## src/rtl/switchbox_config_loader_pkg.sv

```systemverilog
// Shared definitions for the switch box configuration loader.
package config_pkg;

   localparam int unsigned SB_CONFIG_WIDTH = 24;

   // Field offsets inside the switch box configuration word.
   localparam int unsigned SB_NORTH_OFS  = 0;
   localparam int unsigned SB_EAST_OFS   = 4;
   localparam int unsigned SB_SOUTH_OFS  = 8;
   localparam int unsigned SB_WEST_OFS   = 12;
   localparam int unsigned SB_LEMUX_OFS  = 16;

   typedef enum logic [2:0] {
      IDLE   = 3'd0,
      LOAD   = 3'd1,
      PARITY = 3'd2,
      COMMIT = 3'd3,
      DONE   = 3'd4,
      ERROR  = 3'd5
   } state_e;

endpackage

```

## src/rtl/switchbox_config_loader_shift_register.sv

```systemverilog
// Shadow shift register, accepted-bit counter and running parity for the loader.
module config_shift_register
   import config_pkg::*;
#(
   parameter int unsigned CONFIG_WIDTH = SB_CONFIG_WIDTH,
   parameter int unsigned COUNT_WIDTH  = 5
) (
   input  logic                    clk_i,
   input  logic                    rst_i,
   input  logic                    clear_i,
   input  logic                    shift_enable_i,
   input  logic                    bit_i,
   output logic [CONFIG_WIDTH-1:0] shadow_o,
   output logic [COUNT_WIDTH-1:0]  count_o,
   output logic                    parity_o
);

   logic [CONFIG_WIDTH-1:0] shadow_q;
   logic [COUNT_WIDTH-1:0]  count_q;
   logic                    parity_q;

   // MSB-first shift of data bits; clear restarts count and parity for a new word.
   always_ff @(posedge clk_i or posedge rst_i) begin
      if (rst_i) begin
         shadow_q <= '0;
         count_q  <= '0;
         parity_q <= 1'b0;
      end else if (clear_i) begin
         count_q  <= '0;
         parity_q <= 1'b0;
      end else if (shift_enable_i) begin
         shadow_q <= {shadow_q[CONFIG_WIDTH-2:0], bit_i};
         count_q  <= count_q + 1'b1;
         parity_q <= parity_q ^ bit_i;
      end
   end

   assign shadow_o = shadow_q;
   assign count_o  = count_q;
   assign parity_o = parity_q;

endmodule

```

## src/rtl/switchbox_config_loader.sv

```systemverilog
// Serial config loader: deserialises, parity-checks and atomically commits a switch box word.
module switchbox_config_loader
   import config_pkg::*;
#(
   parameter int unsigned CONFIG_WIDTH = SB_CONFIG_WIDTH,
   parameter int unsigned COUNT_WIDTH  = 5
) (
   input  logic                    clock,
   input  logic                    reset,
   input  logic                    start,
   input  logic                    config_bit_in,
   input  logic                    config_valid_in,
   output logic                    config_ready_out,
   output logic [CONFIG_WIDTH-1:0] config_out,
   output logic                    busy,
   output logic                    done,
   output logic                    error
);

   state_e                  state_q, state_d;
   logic                    error_q;
   logic [CONFIG_WIDTH-1:0] config_q;

   logic                    clear;
   logic                    shift_enable;
   logic                    ready;
   logic [CONFIG_WIDTH-1:0] shadow;
   logic [COUNT_WIDTH-1:0]  count;
   logic                    parity;

   config_shift_register #(
      .CONFIG_WIDTH (CONFIG_WIDTH),
      .COUNT_WIDTH  (COUNT_WIDTH)
   ) u_shift (
      .clk_i          (clock),
      .rst_i          (reset),
      .clear_i        (clear),
      .shift_enable_i (shift_enable),
      .bit_i          (config_bit_in),
      .shadow_o       (shadow),
      .count_o        (count),
      .parity_o       (parity)
   );

   // FSM state register.
   always_ff @(posedge clock or posedge reset) begin
      if (reset) state_q <= IDLE;
      else       state_q <= state_d;
   end

   // Next-state and handshake decode; the parity bit is judged combinationally so it never enters the shadow.
   always_comb begin
      state_d      = state_q;
      clear        = 1'b0;
      shift_enable = 1'b0;
      ready        = 1'b0;
      unique case (state_q)
         IDLE: begin
            if (start) begin
               clear   = 1'b1;
               state_d = LOAD;
            end
         end
         LOAD: begin
            ready = 1'b1;
            if (config_valid_in) begin
               shift_enable = 1'b1;
               if (count == COUNT_WIDTH'(CONFIG_WIDTH - 1)) state_d = PARITY;
            end
         end
         PARITY: begin
            ready = 1'b1;
            if (config_valid_in) begin
               if ((parity ^ config_bit_in) == 1'b0) state_d = COMMIT;
               else                                  state_d = ERROR;
            end
         end
         COMMIT:  state_d = DONE;
         DONE:    state_d = IDLE;
         ERROR:   state_d = IDLE;
         default: state_d = IDLE;
      endcase
   end

   // Sticky parity error: cleared by an accepted start, set when leaving ERROR.
   always_ff @(posedge clock or posedge reset) begin
      if (reset)                          error_q <= 1'b0;
      else if (state_q == IDLE && start)  error_q <= 1'b0;
      else if (state_q == ERROR)          error_q <= 1'b1;
   end

   // Active configuration, updated only from COMMIT.
   always_ff @(posedge clock or posedge reset) begin
      if (reset)                  config_q <= '0;
      else if (state_q == COMMIT) config_q <= shadow;
   end

   assign config_ready_out = ready;
   assign config_out       = config_q;
   assign busy             = (state_q != IDLE);
   assign done             = (state_q == DONE);
   assign error            = error_q;

endmodule

```

## config.mk

```make
export PLATFORM = sky130hd
export DESIGN_NAME = switchbox_config_loader
export DESIGN_NICKNAME = d
export VERILOG_FILES = /design/src/rtl/switchbox_config_loader_pkg.sv /design/src/rtl/switchbox_config_loader_shift_register.sv /design/src/rtl/switchbox_config_loader.sv
export SDC_FILE = /design/constraint.sdc
export NUM_CORES = 1
export LEC_CHECK = 0
export ABC_AREA = 1
export CAP_MARGIN = 15
export CORE_MARGIN = 2
export CORE_UTILIZATION = 40
export CTS_CLUSTER_DIAMETER = 150
export DETAILED_ROUTE_END_ITERATION = 7
export DONT_BUFFER_PORTS = 1
export PLACE_DENSITY = 0.65
export REMOVE_ABC_BUFFERS = 1
export SLEW_MARGIN = 20
export SYNTH_ARGS = -nofsm -noshare
export SYNTH_HDL_FRONTEND = slang
export SYNTH_SLANG_ARGS = --single-unit
```

## constraint.sdc

```tcl
create_clock -name clock -period 1.5 [get_ports clock]
set_input_delay 0 -clock clock [delete_from_list [all_inputs] [get_ports clock]]
set_output_delay 0 -clock clock [all_outputs]
set_load 0.02 [all_outputs]
```

Yosys cells after proc, flatten, opt, wreduce, memory -nomap -nowiden
Cells that the tools add are included.
{ "word_totals": {"regBits": 58, "latchBits": 0, "ramBits": 0, "romBits": 0, "in_bits": 5, "out_inout_bits": 28, "elab_cells": 44, "memories": 0} }
{ "classes": {"addsub": 1, "mul": 0, "div": 0, "magnitude_cmp": 0, "eq_ne": 10, "shift": 0, "mux": 17, "bitwise_logic": 2, "reduce_logical": 8} }
{ "op_table": {"columns": ["operator", "count"], "rows": [
  ["$mux 3", 5],
  ["$pmux 3 s4", 1],
  ["$mux 5", 2],
  ["$mux 1", 9],
  ["$ne 2x2->1 const B", 4],
  ["$eq 3x2->1 const B", 2],
  ["$eq 3x3->1 const B", 2],
  ["$add 5x1->5 const B", 1],
  ["$eq 5x5->1 const B", 1],
  ["$reduce_and 4->1", 1],
  ["$reduce_bool 2->1", 2],
  ["$eq 3x1->1 const B", 1],
  ["$logic_not 3->1", 1],
  ["$reduce_bool 3->1", 1],
  ["$reduce_and 2->1", 1],
  ["$reduce_or 2->1", 1],
  ["$logic_and 1x1->1", 1],
  ["$not 1->1", 1],
  ["$xor 1x1->1", 1]
]} }

Logic depth before layout (Yosys ltp)
{ "logic_depth": {"depth_word": 4, "mapped_depth": 8, "mapped_depth_nobuf": 8} }

By module
A second synthesis with hierarchy kept.
{ "hier_totals": {"hier_cells": 273, "hier_area_um2": 2479.9} }
{ "modules_own_cells": {"columns": ["module", "n_inst", "cells_per_inst", "area_each_um2", "seq_area_each_um2"], "rows": [
  ["config_shift_register", 1, 127, 1292.5, 750.7],
  ["switchbox_config_loader", 1, 146, 1187.4, 700.7]
]} }

Worst setup path before layout
Ideal clock, no wire load.
{ "synth_timing": {"path_kind": "flip-flop to flip-flop", "startpoint": "register state_q[0]", "endpoint": "register state_q[0]", "setup_time_ps": 65, "arrival_time_ps": 1143, "t_required_ps": 1435, "setup_slack_ps": 292, "path_stages_with_launch": 8, "path_buffers": 0, "period_less_slack_ps": 1208, "cell_sequence": "dfrtp_1 -> nor2_2 -> nand2_1 -> nand2_1 -> nand2_1 -> nand2_1 -> nand2_1 -> nand2_1"} }
{ "synth_between": {"elab_chain_cells": 3, "word_cells_on_any_way": 10, "classes_between": "7 x eq/ne; 1 x mux; 2 x reduce/logical"} }
{ "synth_rtl": {"columns": ["item", "line", "source"], "rows": [
  ["start, declared", "switchbox_config_loader.sv:20", "state_e state_q, state_d;"],
  ["start signal, assigned", "switchbox_config_loader.sv:48", "else state_q <= state_d;"],
  ["$eq 3x1->1 (tied with other cells)", "switchbox_config_loader.sv:57", "unique case (state_q)"],
  ["$ne 2x2->1 (no source line)", null, null],
  ["$reduce_and 4->1 (no source line)", null, null]
]} }
Several ways; a longest one is shown, not always the timed one.
A chain may end at the register's enable or synchronous reset.

Final worst setup path
{ "layout_timing": {"startpoint": "register state_q[0]", "endpoint": "output config_ready_out"} }
{ "layout_between": {"elab_chain_cells": 3, "word_cells_on_any_way": 4, "classes_between": "2 x eq/ne; 1 x mux; 1 x reduce/logical"} }
{ "layout_rtl": {"columns": ["item", "line", "source"], "rows": [
  ["$eq 3x2->1 / $eq 3x1->1 (equally long branches)", "switchbox_config_loader.sv:57", null],
  ["$reduce_or 2->1 (no source line) *", null, null],
  ["$mux 1 *", "switchbox_config_loader.sv:57", null],
  ["end, declared", "switchbox_config_loader.sv:13", "output logic config_ready_out,"]
]} }
Every way passes the cells marked *; elsewhere a longest branch is shown, timed or not.

==> impl_metrics.ini <==
[yosys]
syn_area_mm2 = 0.00236
synth-simple-area-share_pct = 17.3
avgSynthCellArea_um2 = 8.99
synth_compound_area_share_pct = 12.0
synth-adder-area-share_pct = 0.529
synthCells = 263
ys_warn_count = 0
synth.distinct_cells = 22
seq_area_frac_synth_pct = 61.4
synth.mux.area_fraction_pct = 0
synth-xor-area-share_pct = 0
synth_top_family_by_area = simple AND/OR/NAND/NOR gates
synth_seq_cells = 58

[routing]
avgViaCountPerCell = 4.69
detail-route-antenna-nets = 0
routed_wl_um = 4240
dr.pass1.iters = 4
drt_iter0_drc = 49
wl_per_cell_um = 12.1
drc = 0
route.vias.total = 1652

[clock_network]
clock_path_buffers = 2
cts_made_buffers = 9
htreeDepth = 3
clock_sinks = 58
clkLatencyLatePin_ns = 0.34
cts_tree = done
cts_root_buf = clkbuf_8
clk_pin_slew_ns = 0.06

[sta]
fmax_mhz = 721
hold_viol_final = 0
fin_crit_sh_pct = 92.5
rsz0062_at_grt = no
relSlewSlack_pct = 81.2
slew_viol_final = 0
setup_viol = 0
period_minus_slack_ns = 1.39
worstMarginPinSlew_ns = 0.282
fin_tns_setup_ns = 0
skew_ns = 0.00662

[run]
cap_violations = 0

[pwr]
p_per_area_mw_per_mm2 = 2110
leakage_nw = 1.31
ir_drop_mv = 0.838

[floorplan]
num_rows = 27
boundaryPins = 33
die_area_mm2 = 0.00654
die_h_um = 80.9
die_w_um = 80.9
core_area_mm2 = 0.00561
start_util_pct = 42.1

[grt]
grt_pass1_vias = 1639
grt_max_degree = 52
grt_pass1_wl_um = 7630
antenna_found_initial = 0
overflow = 0
track_usage_pct = 15.7

[critical_path]
cpMostUsedCell = nand2_1
ff2ff_path_depth = 6
crit_type = reg -> out
rrSetupSlack_ns = 0.14
cp.required_ns = 1.50
critPathMaxFanout = 6
start_kind = flip-flop
critical_path.cell_chain = nor2_4, nand2_1, nand2_1, buf_4
worst_path_largest_cell_delay_ns = 0.47
reg2reg_to = u_shift.count_o[3]$_DFFE_PP0P_
worstReg2RegStart = state_q[2]$_DFFE_PP0P_
slowest_stage = dfrtp_1
arrival_ns = 1.39
setup.worst_path.end_class = output port

[placement]
place_area_mm2 = 0.00248
gp_congestion = 0.780
port_buffers = 0
hpwl_um = 2750

[final_layout]
drive_gt1_share_pct = 10.7
design_area_mm2 = 0.00273
n_antenna_cell = 0
area_growth_pct = 15.4
fill_cells = 541
final_nets = 281

[min_path]
hold_path_class = in -> async

[status]
outcome = completed
[cells in the mapped netlist]
master / instances / area [um2]
nand3_2: 2 / 20.0
a22o_1: 1 / 8.76
o21ai_0: 15 / 75.1
nor3_1: 2 / 10.0
o21a_1: 1 / 7.51
clkbuf_1: 3 / 11.3
nor2_1: 9 / 33.8
a21oi_1: 1 / 5.00
ha_1: 1 / 12.5
buf_2: 4 / 20.0
dfrtp_1: 58 / 1450
inv_2: 2 / 7.51
nand2_1: 74 / 278
o21ai_1: 36 / 180
nand4_1: 2 / 12.5
inv_1: 39 / 146
nand3_1: 6 / 30.0
nor2_4: 1 / 11.3
nor2_2: 1 / 6.26
o22ai_1: 1 / 6.26
buf_4: 3 / 22.5
nand3b_1: 1 / 7.51
[final cells by class]
| class | instances | area (um2) | share of cell area, % |
|---|---|---|---|
| Sequential cell | 58 | 1450 | 53.2 |
| Clock buffer | 11 | 151 | 5.55 |
| Multi-Input combinational cell | 154 | 709 | 26.0 |
| Inverter | 41 | 154 | 5.64 |
| Timing Repair Buffer | 11 | 118 | 4.31 |
| Clock inverter | 5 | 52.6 | 1.93 |
| Tap cell | 72 | 90.1 | 3.30 |
[per-layer routing]
metal,GRT usage [%],routed length (um)
met1,19.1,2050
met2,23.7,1860
met3,7.22,257
met4,7.12,80
met5,0,0
[power breakdown]
group	internal [mW]	switching (mW)	total [mW]
Sequential	2.14	0.701	2.84
Clock	0.848	0.627	1.47
Combinational	0.525	0.913	1.44
[registers in the layout, indices dropped and copies added (netlist names)]
name              cells
error                 1
u_shift.parity_o      1
u_shift.shadow_o     24
u_shift.count_o       5
config_out           24
state_q               3
[cell families (layout without fill, tap and decap cells)]
family / after synthesis / after routing
and+or+nand+nor: 98 / 98
DFF: 58 / 58
AOI/OAI and AO/OA: 55 / 55
buffers and inverters: 51 / 68
adders and majority gates: 1 / 1
[layout by cell type (no fill, tap or decap), types with 3 or more instances in the layout]
| cell | instances |
|---|---|
| nor2_1 | 9 |
| clkinv_2 | 3 |
| buf_4 | 5 |
| dfrtp_1 | 58 |
| nand3_1 | 6 |
| o21ai_1 | 36 |
| dlygate4sd3_1 | 4 |
| o21ai_0 | 15 |
| inv_1 | 38 |
| nand2_1 | 74 |
| inv_2 | 3 |
| clkbuf_8 | 11 |
[critical path, delay by kind of cell (launching register included)]
kind / cells / cell delay (ns)
simple gates: 3 / 0.43
flops: 1 / 0.47
buf+inv: 1 / 0.15
[worst max-delay path by stage]
stage | depth (start not counted) | slack [ns] | start | end
floorplan | 6 | -0.16 | state_q[1]$_DFFE_PP0P_ | u_shift.count_o[2]$_DFFE_PP0P_
detailed placement | 6 | 0.17 | state_q[1]$_DFFE_PP0P_ | u_shift.count_o[3]$_DFFE_PP0P_
global route | 4 | 0.003 | state_q[0]$_DFFE_PP0P_ | config_ready_out
CTS | 4 | 0.05 | state_q[0]$_DFFE_PP0P_ | config_ready_out
finish | 4 | 0.11 | state_q[0]$_DFFE_PP0P_ | config_ready_out
global placement | 6 | 0.23 | state_q[1]$_DFFE_PP0P_ | u_shift.count_o[3]$_DFFE_PP0P_
[through the flow]
step / worst slack (ns) / util, % / power (mW) / hold slack (ns) / instances
floorplan: -0.163 / - / 3.85 / 0.127 / 253
global placement: 0.230 / 44.2 / 4.26 / -0.203 / 332
detailed placement: 0.167 / 44.2 / 4.30 / -0.197 / 332
CTS: 0.0487 / 48.5 / 5.81 / 0.00916 / 352
global route: 0.00324 / 48.6 / 6.23 / 0.0185 / 352
finish: 0.112 / 48.6 / 5.75 / 0.0223 / 352
[what timing repair did]
action / CTS / global route
hold buffers: 4 / 0
endpoints found under the hold margin: 69 / 0
buffers inserted: 0 / 0
endpoints found under the setup margin: 0 / 1
gates resized for setup: 0 / 1
Power figures use the tool's default switching activity.
